### src/rtl/fp_decode_stage_if.sv
// Bundles the decode-stage handshake, the instruction input and the decoded control outputs.
// The optional rs3 signal exists only when RVF_FMA_EN is defined.
interface fp_decode_stage_if #(
    parameter int FP_OP_W = 5
);
    logic               flush;
    logic               in_valid;
    logic               in_ready;
    logic [31:0]        in_instr;
    logic               out_valid;
    logic               out_ready;
    logic [1:0]         alu_op;
    logic [1:0]         ext_imm_sel;
    logic               mem_write;
    logic               mem_read;
    logic               reg_write;
    logic [1:0]         res_rd;
    logic               alu_src2;
    logic               pc_jalr;
    logic               pc_jal;
    logic               branch;
    logic               fp_reg_we;
    logic [1:0]         fp_reg_fds_sel;
    logic [FP_OP_W-1:0] fp_alu_op;
    logic               data_mem_in_sel;
    logic               fp_alu_in1_sel;
    logic               fp_2reg_sel;
    logic [2:0]         rm;
    logic               illegal;
    logic               fpu_busy;
`ifdef RVF_FMA_EN
    logic [4:0]         rs3;
`endif

    modport master (
        output flush, in_valid, in_instr, out_ready,
        input  in_ready, out_valid, alu_op, ext_imm_sel, mem_write, mem_read, reg_write,
               res_rd, alu_src2, pc_jalr, pc_jal, branch, fp_reg_we, fp_reg_fds_sel,
               fp_alu_op, data_mem_in_sel, fp_alu_in1_sel, fp_2reg_sel, rm, illegal,
               fpu_busy
`ifdef RVF_FMA_EN
             , rs3
`endif
    );

    modport slave (
        input  flush, in_valid, in_instr, out_ready,
        output in_ready, out_valid, alu_op, ext_imm_sel, mem_write, mem_read, reg_write,
               res_rd, alu_src2, pc_jalr, pc_jal, branch, fp_reg_we, fp_reg_fds_sel,
               fp_alu_op, data_mem_in_sel, fp_alu_in1_sel, fp_2reg_sel, rm, illegal,
               fpu_busy
`ifdef RVF_FMA_EN
             , rs3
`endif
    );
endinterface

### src/rtl/fp_decode_stage.sv
// Registered RV32I+F decode stage: one-entry output register with valid/ready handshake,
// deterministic zero bundle plus illegal flag for unimplemented encodings, and an FPU busy
// down-counter that stalls FP-class entries while an FDIV/FSQRT is in flight.
// Optional FMA decode (FMADD/FMSUB/FNMSUB/FNMADD and the rs3 output) is enabled by RVF_FMA_EN.
module fp_decode_stage #(
    parameter int FP_OP_W  = 5,
    parameter int DIV_LAT  = 16,
    parameter int SQRT_LAT = 24,
    parameter int CNT_W    = 6
) (
    input logic              clk,
    input logic              rst_n,
    fp_decode_stage_if.slave bus
);
    typedef struct packed {
        logic [1:0]         alu_op;
        logic [1:0]         ext_imm_sel;
        logic               mem_write;
        logic               mem_read;
        logic               reg_write;
        logic [1:0]         res_rd;
        logic               alu_src2;
        logic               pc_jalr;
        logic               pc_jal;
        logic               branch;
        logic               fp_reg_we;
        logic [1:0]         fp_reg_fds_sel;
        logic [FP_OP_W-1:0] fp_alu_op;
        logic               data_mem_in_sel;
        logic               fp_alu_in1_sel;
        logic               fp_2reg_sel;
        logic [2:0]         rm;
        logic               illegal;
        logic               fpu_class;
        logic               is_div;
        logic               is_sqrt;
`ifdef RVF_FMA_EN
        logic [4:0]         rs3;
`endif
    } ctrl_t;

    ctrl_t            d;
    ctrl_t            q;
    logic             entry_v;
    logic [CNT_W-1:0] cnt;
    logic             busy;
    logic             out_valid_i;
    logic             in_ready_i;
    logic             load;
    logic             issue;

    logic [6:0] opcode;
    logic [2:0] f3;
    logic [6:0] f7;
    logic [4:0] rs2;
    logic       unused_bits;

    assign opcode      = bus.in_instr[6:0];
    assign f3          = bus.in_instr[14:12];
    assign f7          = bus.in_instr[31:25];
    assign rs2         = bus.in_instr[24:20];
    assign unused_bits = ^{bus.in_instr[19:15], bus.in_instr[11:7]};

    assign busy        = (cnt != '0);
    assign out_valid_i = entry_v && !(q.fpu_class && busy);
    assign issue       = out_valid_i && bus.out_ready;
    // Reset and flush both hold off new instructions for that cycle.
    assign in_ready_i  = rst_n && !bus.flush && (!entry_v || issue);
    assign load        = bus.in_valid && in_ready_i;

    // Combinational decode of the incoming word; anything unmatched collapses to the illegal bundle.
    always_comb begin
        d = '0;
        case (opcode)
            7'd51:  begin d.alu_op = 2'b10; d.reg_write = 1'b1; end
            7'd19:  begin d.alu_op = 2'b10; d.reg_write = 1'b1; d.alu_src2 = 1'b1; end
            7'd3:   begin d.mem_read = 1'b1; d.reg_write = 1'b1; d.res_rd = 2'b01; d.alu_src2 = 1'b1; end
            7'd103: begin d.reg_write = 1'b1; d.res_rd = 2'b10; d.alu_src2 = 1'b1; d.pc_jalr = 1'b1; end
            7'd35:  begin d.ext_imm_sel = 2'b01; d.mem_write = 1'b1; d.alu_src2 = 1'b1; end
            7'd99:  begin d.alu_op = 2'b01; d.ext_imm_sel = 2'b10; d.branch = 1'b1; end
            7'd111: begin d.ext_imm_sel = 2'b11; d.reg_write = 1'b1; d.res_rd = 2'b10; d.pc_jal = 1'b1; end
            7'd7: begin
                if (f3 == 3'b010) begin
                    d.mem_read       = 1'b1;
                    d.res_rd         = 2'b01;
                    d.alu_src2       = 1'b1;
                    d.fp_reg_we      = 1'b1;
                    d.fp_reg_fds_sel = 2'b01;
                    d.fpu_class      = 1'b1;
                end else begin
                    d.illegal = 1'b1;
                end
            end
            7'd39: begin
                if (f3 == 3'b010) begin
                    d.ext_imm_sel     = 2'b01;
                    d.mem_write       = 1'b1;
                    d.alu_src2        = 1'b1;
                    d.data_mem_in_sel = 1'b1;
                end else begin
                    d.illegal = 1'b1;
                end
            end
            7'd83: begin
                d.alu_op    = 2'b10;
                d.fpu_class = 1'b1;
                case (f7)
                    7'b0000000: begin d.fp_alu_op = FP_OP_W'(0); d.fp_reg_we = 1'b1; end
                    7'b0000100: begin d.fp_alu_op = FP_OP_W'(1); d.fp_reg_we = 1'b1; end
                    7'b0001000: begin d.fp_alu_op = FP_OP_W'(2); d.fp_reg_we = 1'b1; end
                    7'b0001100: begin d.fp_alu_op = FP_OP_W'(15); d.fp_reg_we = 1'b1; d.is_div = 1'b1; end
                    7'b0101100: begin
                        d.fp_alu_op = FP_OP_W'(16);
                        d.fp_reg_we = 1'b1;
                        d.is_sqrt   = 1'b1;
                        d.illegal   = (rs2 != 5'd0);
                    end
                    7'b0010000: begin
                        d.fp_reg_we = 1'b1;
                        case (f3)
                            3'b000:  d.fp_alu_op = FP_OP_W'(10);
                            3'b001:  d.fp_alu_op = FP_OP_W'(11);
                            3'b010:  d.fp_alu_op = FP_OP_W'(12);
                            default: d.illegal = 1'b1;
                        endcase
                    end
                    7'b0010100: begin
                        d.fp_reg_we = 1'b1;
                        case (f3)
                            3'b000:  d.fp_alu_op = FP_OP_W'(7);
                            3'b001:  d.fp_alu_op = FP_OP_W'(8);
                            default: d.illegal = 1'b1;
                        endcase
                    end
                    7'b1010000: begin
                        d.reg_write   = 1'b1;
                        d.res_rd      = 2'b11;
                        d.fp_2reg_sel = 1'b1;
                        case (f3)
                            3'b010:  d.fp_alu_op = FP_OP_W'(4);
                            3'b001:  d.fp_alu_op = FP_OP_W'(5);
                            3'b000:  d.fp_alu_op = FP_OP_W'(6);
                            default: d.illegal = 1'b1;
                        endcase
                    end
                    7'b1100000: begin
                        d.fp_alu_op   = FP_OP_W'(13);
                        d.reg_write   = 1'b1;
                        d.res_rd      = 2'b11;
                        d.fp_2reg_sel = 1'b1;
                        d.illegal     = (rs2[4:1] != 4'd0);
                    end
                    7'b1101000: begin
                        d.fp_alu_op      = FP_OP_W'(14);
                        d.fp_reg_we      = 1'b1;
                        d.fp_alu_in1_sel = 1'b1;
                        d.illegal        = (rs2[4:1] != 4'd0);
                    end
                    7'b1110000: begin
                        d.reg_write = 1'b1;
                        d.res_rd    = 2'b11;
                        if (rs2 == 5'd0 && f3 == 3'b000) begin
                            d.fp_alu_op = FP_OP_W'(3);      // FMV.X.W: raw move, no FPU result
                        end else if (rs2 == 5'd0 && f3 == 3'b001) begin
                            d.fp_alu_op   = FP_OP_W'(9);
                            d.fp_2reg_sel = 1'b1;
                        end else begin
                            d.illegal = 1'b1;
                        end
                    end
                    7'b1111000: begin
                        d.fp_alu_op      = FP_OP_W'(3);     // FMV.W.X takes rs1 straight from the int file
                        d.fp_reg_we      = 1'b1;
                        d.fp_reg_fds_sel = 2'b10;
                        d.illegal        = !(rs2 == 5'd0 && f3 == 3'b000);
                    end
                    default: d.illegal = 1'b1;
                endcase
            end
`ifdef RVF_FMA_EN
            7'd67, 7'd71, 7'd75, 7'd79: begin
                d.alu_op    = 2'b10;
                d.fp_reg_we = 1'b1;
                d.fpu_class = 1'b1;
                d.rs3       = bus.in_instr[31:27];
                d.fp_alu_op = FP_OP_W'(17 + int'(opcode[3:2]));
                d.illegal   = (bus.in_instr[26:25] != 2'b00);
            end
`endif
            default: d.illegal = 1'b1;
        endcase
        if (d.illegal) begin
            d         = '0;
            d.illegal = 1'b1;
        end else begin
            d.rm = f3;
        end
    end

    // Output entry register and FPU busy down-counter.
    always_ff @(posedge clk) begin
        if (!rst_n) begin
            entry_v <= 1'b0;
            q       <= '0;
            cnt     <= '0;
        end else begin
            if (bus.flush) begin
                entry_v <= 1'b0;
            end else if (load) begin
                entry_v <= 1'b1;
                q       <= d;
            end else if (issue) begin
                entry_v <= 1'b0;
            end

            // A stalled FP entry cannot issue, so a reload never lands on a nonzero count.
            if (issue && q.is_div) begin
                cnt <= CNT_W'(DIV_LAT);
            end else if (issue && q.is_sqrt) begin
                cnt <= CNT_W'(SQRT_LAT);
            end else if (busy) begin
                cnt <= cnt - CNT_W'(1);
            end
        end
    end

    assign bus.in_ready        = in_ready_i;
    assign bus.out_valid       = out_valid_i;
    assign bus.fpu_busy        = busy;
    assign bus.alu_op          = q.alu_op;
    assign bus.ext_imm_sel     = q.ext_imm_sel;
    assign bus.mem_write       = q.mem_write;
    assign bus.mem_read        = q.mem_read;
    assign bus.reg_write       = q.reg_write;
    assign bus.res_rd          = q.res_rd;
    assign bus.alu_src2        = q.alu_src2;
    assign bus.pc_jalr         = q.pc_jalr;
    assign bus.pc_jal          = q.pc_jal;
    assign bus.branch          = q.branch;
    assign bus.fp_reg_we       = q.fp_reg_we;
    assign bus.fp_reg_fds_sel  = q.fp_reg_fds_sel;
    assign bus.fp_alu_op       = q.fp_alu_op;
    assign bus.data_mem_in_sel = q.data_mem_in_sel;
    assign bus.fp_alu_in1_sel  = q.fp_alu_in1_sel;
    assign bus.fp_2reg_sel     = q.fp_2reg_sel;
    assign bus.rm              = q.rm;
    assign bus.illegal         = q.illegal;
`ifdef RVF_FMA_EN
    assign bus.rs3             = q.rs3;
`endif
endmodule

### src/flat_wrapper.sv
// flat-port wrapper written by rule: the top's interface ports become plain ports
module fp_decode_stage_flat 
#(
    parameter int FP_OP_W  = 5,
    parameter int DIV_LAT  = 16,
    parameter int SQRT_LAT = 24,
    parameter int CNT_W    = 6
)
  (clk, rst_n, bus_flush, bus_in_valid, bus_in_instr, bus_out_ready, bus_in_ready, bus_out_valid, bus_alu_op, bus_ext_imm_sel, bus_mem_write, bus_mem_read, bus_reg_write, bus_res_rd, bus_alu_src2, bus_pc_jalr, bus_pc_jal, bus_branch, bus_fp_reg_we, bus_fp_reg_fds_sel, bus_fp_alu_op, bus_data_mem_in_sel, bus_fp_alu_in1_sel, bus_fp_2reg_sel, bus_rm, bus_illegal, bus_fpu_busy);
  fp_decode_stage_if #(.FP_OP_W(FP_OP_W)) bus_i ();
  input logic clk;
  input logic rst_n;
  input wire logic [$bits(bus_i.flush)-1:0] bus_flush;
  input wire logic [$bits(bus_i.in_valid)-1:0] bus_in_valid;
  input wire logic [$bits(bus_i.in_instr)-1:0] bus_in_instr;
  input wire logic [$bits(bus_i.out_ready)-1:0] bus_out_ready;
  output wire logic [$bits(bus_i.in_ready)-1:0] bus_in_ready;
  output wire logic [$bits(bus_i.out_valid)-1:0] bus_out_valid;
  output wire logic [$bits(bus_i.alu_op)-1:0] bus_alu_op;
  output wire logic [$bits(bus_i.ext_imm_sel)-1:0] bus_ext_imm_sel;
  output wire logic [$bits(bus_i.mem_write)-1:0] bus_mem_write;
  output wire logic [$bits(bus_i.mem_read)-1:0] bus_mem_read;
  output wire logic [$bits(bus_i.reg_write)-1:0] bus_reg_write;
  output wire logic [$bits(bus_i.res_rd)-1:0] bus_res_rd;
  output wire logic [$bits(bus_i.alu_src2)-1:0] bus_alu_src2;
  output wire logic [$bits(bus_i.pc_jalr)-1:0] bus_pc_jalr;
  output wire logic [$bits(bus_i.pc_jal)-1:0] bus_pc_jal;
  output wire logic [$bits(bus_i.branch)-1:0] bus_branch;
  output wire logic [$bits(bus_i.fp_reg_we)-1:0] bus_fp_reg_we;
  output wire logic [$bits(bus_i.fp_reg_fds_sel)-1:0] bus_fp_reg_fds_sel;
  output wire logic [$bits(bus_i.fp_alu_op)-1:0] bus_fp_alu_op;
  output wire logic [$bits(bus_i.data_mem_in_sel)-1:0] bus_data_mem_in_sel;
  output wire logic [$bits(bus_i.fp_alu_in1_sel)-1:0] bus_fp_alu_in1_sel;
  output wire logic [$bits(bus_i.fp_2reg_sel)-1:0] bus_fp_2reg_sel;
  output wire logic [$bits(bus_i.rm)-1:0] bus_rm;
  output wire logic [$bits(bus_i.illegal)-1:0] bus_illegal;
  output wire logic [$bits(bus_i.fpu_busy)-1:0] bus_fpu_busy;
  assign bus_i.flush = bus_flush;
  assign bus_i.in_valid = bus_in_valid;
  assign bus_i.in_instr = bus_in_instr;
  assign bus_i.out_ready = bus_out_ready;
  assign bus_in_ready = bus_i.in_ready;
  assign bus_out_valid = bus_i.out_valid;
  assign bus_alu_op = bus_i.alu_op;
  assign bus_ext_imm_sel = bus_i.ext_imm_sel;
  assign bus_mem_write = bus_i.mem_write;
  assign bus_mem_read = bus_i.mem_read;
  assign bus_reg_write = bus_i.reg_write;
  assign bus_res_rd = bus_i.res_rd;
  assign bus_alu_src2 = bus_i.alu_src2;
  assign bus_pc_jalr = bus_i.pc_jalr;
  assign bus_pc_jal = bus_i.pc_jal;
  assign bus_branch = bus_i.branch;
  assign bus_fp_reg_we = bus_i.fp_reg_we;
  assign bus_fp_reg_fds_sel = bus_i.fp_reg_fds_sel;
  assign bus_fp_alu_op = bus_i.fp_alu_op;
  assign bus_data_mem_in_sel = bus_i.data_mem_in_sel;
  assign bus_fp_alu_in1_sel = bus_i.fp_alu_in1_sel;
  assign bus_fp_2reg_sel = bus_i.fp_2reg_sel;
  assign bus_rm = bus_i.rm;
  assign bus_illegal = bus_i.illegal;
  assign bus_fpu_busy = bus_i.fpu_busy;
  fp_decode_stage #(.FP_OP_W(FP_OP_W), .DIV_LAT(DIV_LAT), .SQRT_LAT(SQRT_LAT), .CNT_W(CNT_W)) u_core (.clk(clk), .rst_n(rst_n), .bus(bus_i));
endmodule
### config.mk
export PLATFORM = sky130hd
export DESIGN_NAME = fp_decode_stage_flat
export DESIGN_NICKNAME = d
export VERILOG_FILES = /design/src/rtl/fp_decode_stage_if.sv /design/src/rtl/fp_decode_stage.sv /design/src/flat_wrapper.sv
export SDC_FILE = /design/constraint.sdc
export NUM_CORES = 1
export LEC_CHECK = 0
export CAP_MARGIN = 20
export CORE_MARGIN = 2
export CORE_UTILIZATION = 51
export CTS_CLUSTER_SIZE = 8
export DETAILED_ROUTE_END_ITERATION = 8
export GPL_TIMING_DRIVEN = 0
export PLACE_DENSITY = 0.88
export RECOVER_POWER = 25
export SLEW_MARGIN = 40
export SYNTH_ARGS = -nofsm -noshare
export SYNTH_HDL_FRONTEND = slang
export SYNTH_SLANG_ARGS = --single-unit
### constraint.sdc
create_clock -name clk -period 4.3 [get_ports clk]
set_clock_uncertainty 0.05 [all_clocks]
set_input_delay 1.29 -clock clk [delete_from_list [all_inputs] [get_ports clk]]
set_output_delay 1.29 -clock clk [all_outputs]
set_load 0.1 [all_outputs]
Word level (Yosys, flattened, before mapping)
Cells that the tools add are included.
- register bits: 38
- logic and storage cells: 142
- add/sub/neg operators: 1
- eq/ne operators: 23
- mux-type cells: 49
- bitwise gates (word level): 2
- reductions and logical operators: 42
- operators by type and width (kind ; number):
    7-bit == test (second input constant) ; 9
    5-bit case mux with 11 select lines ; 1
    7-bit by 6-bit == test with 1-bit output (second input constant) ; 4
    24-bit 2-to-1 mux ; 1
    7-bit by 5-bit == test with 1-bit output (second input constant) ; 3
    5-bit 2-to-1 mux ; 4
    1-bit 2-to-1 mux ; 18
    2-bit case mux with 4 select lines ; 2
    2-bit OR reduction ; 8
    7-bit by 3-bit == test with 1-bit output (second input constant) ; 2
    7-bit by 4-bit == test with 1-bit output (second input constant) ; 2
    4-bit 2-to-1 mux ; 3
    4-bit case mux with 3 select lines ; 1
    3-bit OR reduction ; 4
    1-bit logical AND ; 10
    1-bit case mux with 2 select lines ; 5
    3-bit 2-to-1 mux ; 3
    3-bit case mux with 3 select lines ; 1
    9-bit OR reduction ; 1
    2-bit 2-to-1 mux ; 4
    4-bit case mux with 2 select lines ; 1
    4-bit OR reduction ; 2
    7-bit by 2-bit == test with 1-bit output (second input constant) ; 1
    7-bit zero test ; 1
    20 further kinds ; 26

Logic depth before layout (Yosys ltp)
Gate-level depths: netlist of run 1.
- depth after elaboration: 9
- depth in mapped cells: 8
- gate-level depth less buffers: 7

Least setup slack after synthesis of run 1
OpenSTA, ideal clock, no wires.
- kind: input-to-output
- from: input port bus_out_ready
- to: output port bus_in_ready
- data arrival time: 3.817 ns
- setup slack: -0.857 ns
- cell stages on the path: 3
- buffers on the path: 0
- cells stage by stage: and2b_2 -> or2_2 -> nor3_1
- cells in the longest elaborated chain, start to end: 3
- RTL lines (item ; RTL line ; RTL):
    start, declared ; flat_wrapper.sv:16 ; input wire logic [$bits(bus_i.out_ready)-1:0] bus_out_ready;
    1-bit logical AND ; fp_decode_stage.sv:66 ; assign issue = out_valid_i && bus.out_ready;
    1-bit logical OR ; fp_decode_stage.sv:68 ; assign in_ready_i = rst_n && !bus.flush && (!entry_v || issue);
    1-bit logical AND ; fp_decode_stage.sv:68 ;
    end, declared ; flat_wrapper.sv:17 ; output wire logic [$bits(bus_i.in_ready)-1:0] bus_in_ready;
No other way between the ends.

Worst setup path in the final report of run 1
Same ends and word-level chain as after synthesis.

==> results of run 1 <==
## worst max-delay path by stage
stage / slack [ns] / cells after the start / startpoint / to
finish: 0.17 / 5 / bus_out_ready / bus_in_ready
detailed placement: 0.07 / 5 / bus_out_ready / bus_in_ready
global route: 0.06 / 5 / bus_out_ready / bus_in_ready
CTS: 0.07 / 5 / bus_out_ready / bus_in_ready
floorplan: 0.005 / 3 / bus_out_ready / bus_in_ready
global placement: -0.62 / 5 / bus_out_ready / bus_in_ready
## worst max-delay path: cells and delay by family
family | cells | cell delay, ns
buffers and inverters | 2 | 0.87
and+or+nand+nor | 3 | 0.63
## state kept, by name (all words and copies together), names as in the netlist
register	flops
u_core.bus.fp_reg_fds_sel	2
u_core.bus.data_mem_in_sel	1
u_core.bus.ext_imm_sel	2
u_core.bus.fp_2reg_sel	1
u_core.bus.alu_src2	1
u_core.bus.fp_alu_in1_sel	1
u_core.bus.pc_jalr	1
u_core.bus.branch	1
u_core.bus.rm	3
u_core.cnt	6
u_core.bus.reg_write	1
u_core.bus.alu_op	1
u_core.bus.mem_read	1
u_core.entry_v	1
u_core.bus.res_rd	2
u_core.bus.fp_reg_we	1
u_core.bus.pc_jal	1
u_core.bus.illegal	1
u_core.bus.fp_alu_op	5
u_core.bus.mem_write	1
u_core.q	3
## layout by cell type (no fill, tap or decap), types with 2 or more instances in the layout
master           synthesis  routed
dfxtp_1                 37      37
nand2_1                 29      29
buf_2                    5      23
nor2_1                  21      21
o21ai_0                 21      21
clkdlybuf4s50_1          0      20
clkbuf_1                 5      17
buf_4                   17      17
a21oi_1                 15      15
nor3_1                  14      13
clkbuf_8                 4      11
nand3_1                 10      10
inv_1                    8       8
nand4_1                  5       5
a211oi_1                 5       5
o31ai_1                  5       5
nand2b_1                 4       4
nor2b_1                  4       4
a31oi_1                  4       4
xnor2_1                  4       4
a32o_1                   4       4
a22o_2                   4       4
or2_2                    3       3
and2_1                   3       3
o21a_1                   3       3
nor3b_1                  3       3
a21boi_0                 3       3
and3_1                   3       3
or3_1                    2       2
or2b_2                   2       2
nor4_1                   2       2
o311ai_0                 2       2
ha_1                     2       2
## through the flow
step / instance area (um^2) / total power [mW]
finish: 2800 / 0.973
global route: 2800 / 1.03
CTS: 2810 / 0.977
detailed placement: 2710 / 0.710
global placement: 2870 / 0.709
floorplan: 2290 / 0.638
## cell families after synthesis
kind of cell | after synthesis
compound gates | 79
xor+xnor | 5
flops | 37
mux | 2
fa+ha+maj | 2
simple gates | 118
buf+inv | 40
## layout make-up
class | instances | share of cell area, %
Tap cell | 52 | 2.32
Clock buffer | 7 | 3.44
Inverter | 8 | 1.07
Timing Repair Buffer | 51 | 12.2
Buffer | 32 | 8.49
Sequential cell | 37 | 26.5
Clock inverter | 1 | 0.179
Multi-Input combinational cell | 206 | 45.8
## layer usage
layer  track usage [%]  up-vias
met4              10.3        0
met5                 0        -
met1              30.7     1043
met3              5.13       12
li1                  -     1132
met2              34.3       76
## timing repair
| action | in CTS | in global routing |
|---|---|---|
| resized for setup | 0 | 1 |
| endpoints found under the setup margin | 0 | 1 |
| hold buffers | 0 | 0 |
## power by group through the flow
| stage | Combinational [mW] | Clock, mW | Sequential [mW] |
|---|---|---|---|
| after floorplan | 0.244 | 0 | 0.393 |
| after global placement | 0.316 | 0 | 0.392 |
| after CTS | 0.319 | 0.271 | 0.386 |
| after detailed placement | 0.317 | 0 | 0.393 |
| final | 0.319 | 0.267 | 0.386 |
| after global routing | 0.351 | 0.290 | 0.391 |
==> flow_summary.toml, run 1 <==
[layout]
multi_input_area_um2 = 1280
layout-drive-gt1-share_pct = 21.1
utilization_pct = 64.8
fin_cells = 394
diodes = 0
fillers = 407
area_growth_pct = 22.4
register_area_um2 = 741
fin_nets = 380

[clock_tree]
cts.sinks = 37
cts_setup_buffers = 0
cts_buffer_depth = 2
cts-root-buf = "clkbuf_8"
cts_tree = "done"
numCtsBuffers = 5
clk_pin_slew_ns = 0.07
clkLatencyLatePin_ns = 0.29
htreeDepth = 2

[min_path]
worstHoldPathCells = 2
min_from = "u_core.bus.fp_alu_op[4]"
hold_path_class = "flop to flop"
hold_end = "u_core.bus.fp_alu_op[4]"

[power_and_ir_drop]
ir_drop_v = 0.000158
swShare_pct = 35.5
cell_internal_pwr_uw = 627
seqPwrFrac_pct = 39.7
cellPowerDensity_nw_per_um2 = 347
pwr-share-comb_pct = 32.8
clock_power_share_pct = 27.5
leakagePower_nw = 1.09
switching_power_uw = 346

[placement]
dp_hpwl_um = 4260
dp_slack_ns = 0.0675
dp.cells = 386
routabilityCongestion = 0.969
port_buffers = 51

[timing]
period_needed_ns = 4.13
rsz0062_at_grt = "no"
fmax_mhz = 242
holdWs_ns = 0.410
max-slew-margin-rel_pct = 21.6
maxSlewViolCount = 0
fin_setup_tns_ns = 0
final_min_period_over_clock_period_pct = 96.0
worstMarginPinSlew_ns = 1.18
hold_viol = 0
fin_ws_ns = 0.174
setup_viol_count_final = 0

[die]
rows = 24
core_um2 = 4320
initial_utilization_pct = 52.9
ios = 68
dieArea_um2 = 5040
die_x_um = 71.0
die_h_um = 71.0

[synth]
yosysMostFrequentCell = "dfxtp_1"
synthMuxAreaShare_pct = 0.930
synth_edf_count = 0
yosysSeqAreaShare_pct = 32.4
yosys-top-cells-count = "dfxtp_1, nand2_1, nor2_1, o21ai_0, buf_4"
synth_nets = 322
yosys.cell_types.count = 62
synthXorXnorAreaFrac_pct = 1.91
async_flop_share_pct = 0
synthFlopType = "dfxtp_1"
synth-seq-cells = 37
synth_top_family_by_area = "simple AND/OR/NAND/NOR gates"
synth.largest_area_cell = "dfxtp_1"
synth-simple-area-share_pct = 28.1
syn_area_per_cell_um2 = 8.08
synth_warnings = 0
synth_top_area_share_pct = 32.4
synth_area_um2 = 2290
synth_cells = 283
synth_area_leaders = "dfxtp_1, buf_4, nand2_1, o21ai_0, nor2_1"
synth_compound_area_share_pct = 23.9
synth_fa_ha_area_share_pct = 1.09

[detailed_routing]
drt_first_iter_violations = 157
drc = 0
route.met3.wl_um = 345
totalWireLength_um = 5570
wl_met2_um = 2570
vias_per_cell = 5.74
detail_route.wl_per_cell_um = 14.1
ant_nets = 0
met1_length_um = 2520
drt_pass1_iterations = 4
top_layer = "met4"
num_vias = 2263

[critical_path]
regToRegStartpoint = "u_core.cnt[0]"
cpPeakStageDelay_ns = 0.53
worst-setup-path-type = "input port to output port"
r2r_end = "u_core.bus.reg_write"
critPathSlowestCell = "clkdlybuf4s50_1"
start_kind = "input port"
critPathRequiredTime_ns = 2.96
end_kind = "output port"
worstPathMaxFanout = 4
crit_chain = "clkdlybuf4s50_1 -> and2b_1 -> or2_2 -> nor3_2 -> clkbuf_4"
r2r_slack_ns = 1.94
rr_worst_depth = 7
cp_data_arrival_time_ns = 2.79

[grt]
grt_pass1_vias = 1995
grt_usage_pct = 22.6
grt_first_pass_wirelength_um = 9160
grt_antenna_before_repair = 0
grt-ovfl-total = 0
grt_max_degree = 12

[status]
status = "complete, no violations"

[flow_run]
maxCapViolCount = 0
No activity file was read; power rests on OpenSTA's default activity.
==> run 2: changes to the inputs <==
Settings changed: MAX_ROUTING_LAYER from default to met4, PLACE_DENSITY 0.88 to default, PLACE_DENSITY_LB_ADDON from default to 0.3, RECOVER_POWER 25 to default.
==> flow_summary.toml, run 2 (same netlist as run 1, synthesis figures left out) <==
[critical_path]
worst-setup-path-type = "input port to output port"
worstPathMaxFanout = 4
start_kind = "input port"
critPathSlowestCell = "clkdlybuf4s50_1"
cp_data_arrival_time_ns = 2.88
end_kind = "output port"
cpPeakStageDelay_ns = 0.51
critPathRequiredTime_ns = 2.96
crit_chain = "clkdlybuf4s50_1 -> and2b_2 -> or2_2 -> nor3_2 -> buf_2"

[layout]
diodes = 0
fin_cells = 394
layout-drive-gt1-share_pct = 24.9
layout_commonest_cell = "dfxtp_1"
fillers = 392
fin_nets = 380
area_growth_pct = 24.5
largest_reg_flops = 6
mostFrequentLayoutCells = "dfxtp_1, buf_2, nand2_1"
top_register = "u_core.cnt"

[die]
initial_utilization_pct = 52.9
ios = 68
core_um2 = 4320
dieArea_um2 = 5040
die_h_um = 71.0
rows = 24
die_x_um = 71.0

[placement]
dp_slack_ns = 0.0841
dp.cells = 386
dp_hpwl_um = 4180
routabilityCongestion = 0.896
port_buffers = 51

[clock_tree]
cts-root-buf = "clkbuf_8"
clk_pin_slew_ns = 0.07
cts_setup_buffers = 0
postCtsHoldBufs = 0
cts_buffer_depth = 2
cts_tree = "done"
clkLatencyLatePin_ns = 0.29
numCtsBuffers = 5
post_cts_resized = 0
htreeDepth = 2
cts.sinks = 37

[power_and_ir_drop]
p_total_mw = 1.06
cellPowerDensity_nw_per_um2 = 371
leakagePower_nw = 1.16
ir_drop_v = 0.000172

[detailed_routing]
drt_first_iter_violations = 108
vias_per_cell = 5.66
totalWireLength_um = 5430
drt_pass1_iterations = 4
ant_nets = 0
num_vias = 2229
drc = 0
detail_route.wl_per_cell_um = 13.8

[grt]
grt_pass1_vias = 1920
grt_antenna_before_repair = 0
grt_max_degree = 13
grt_first_pass_wirelength_um = 8880
grt_usage_pct = 22.3
grt-ovfl-total = 0

[timing]
fin_ws_ns = 0.0829
hold_viol = 0
final_min_period_over_clock_period_pct = 98.1
period_needed_ns = 4.22
setup_viol_count_final = 0
worstMarginPinSlew_ns = 0.699
max-slew-margin-rel_pct = 53.1
maxSlewViolCount = 0
fmax_mhz = 237
rsz0062_at_grt = "no"

[min_path]
hold_path_class = "flop to flop"

[status]
status = "complete, no violations"

[flow_run]
maxCapViolCount = 0
==> run 2: cell types whose count changed in the layout (fill, tap and decap cells not counted), sizes merged <==
cell and change:
clkbuf -15, buf +13, bufinv +2
==> run 2: final cells by class <==
cell class,instances,area [um^2],share of cell area (%)
buffer,32,238,8.35
tap,52,65.1,2.29
clock inverter,3,65.1,2.29
timing repair buffer,51,355,12.5
inverter,8,30.0,1.05
multi-input combinational,206,1280,45.1
sequential,37,741,26.0
clock buffer,5,68.8,2.42
==> run 2: worst paths after layout <==
kind	cells after the start	slack [ns]	startpoint	endpoint
hold / removal	2	0.41	u_core.bus.reg_write	u_core.bus.reg_write
setup / recovery	5	0.08	bus_out_ready	bus_in_ready
setup reg to reg	7	1.90	u_core.cnt[0]	u_core.bus.fp_reg_we
hold reg to reg	2	0.41	u_core.bus.reg_write	u_core.bus.reg_write
==> run 2: power by group <==
part           total [mW]  internal, mW  switching (mW)
clock network       0.355         0.230           0.125
logic               0.316         0.116           0.200
registers           0.385         0.366          0.0193
total                1.06         0.713           0.344
==> run 2: metrics by stage <==
step | utilization (%) | cell area (um^2) | TNS, ns | hold WS [ns]
after floorplan | - | 2290 | 0 | 0.367
after global placement | 66.3 | 2870 | -0.617 | 0.382
after detailed placement | 62.7 | 2710 | 0 | 0.385
after CTS | 65.8 | 2850 | 0 | 0.402
after global routing | 65.8 | 2850 | 0 | 0.433
final | 65.8 | 2850 | 0 | 0.406
==> run 2: routing by layer <==
| metal | routed length (um) | up-vias | track usage [%] | share of wire, % |
|---|---|---|---|---|
| li1 | - | 1129 | - | - |
| met5 | 0 | - | - | 0 |
| met2 | 2470 | 80 | 33.7 | 46 |
| met4 | 67 | 0 | 7.34 | 1.2 |
| met3 | 329 | 6 | 4.42 | 6.1 |
| met1 | 2560 | 1014 | 29.8 | 47 |
==> run 2: worst max-delay path: cells and delay by family <==
kind	cells	cell delay, ns
buffers and inverters	2	0.95
AND/OR/NAND/NOR	3	0.63
==> run 3: changes to the inputs <==
Settings changed: CTS_CLUSTER_SIZE 8 to 14.
==> results of run 3 <==
Same layout as run 2: the final DEF is identical, and so are final timing and power.
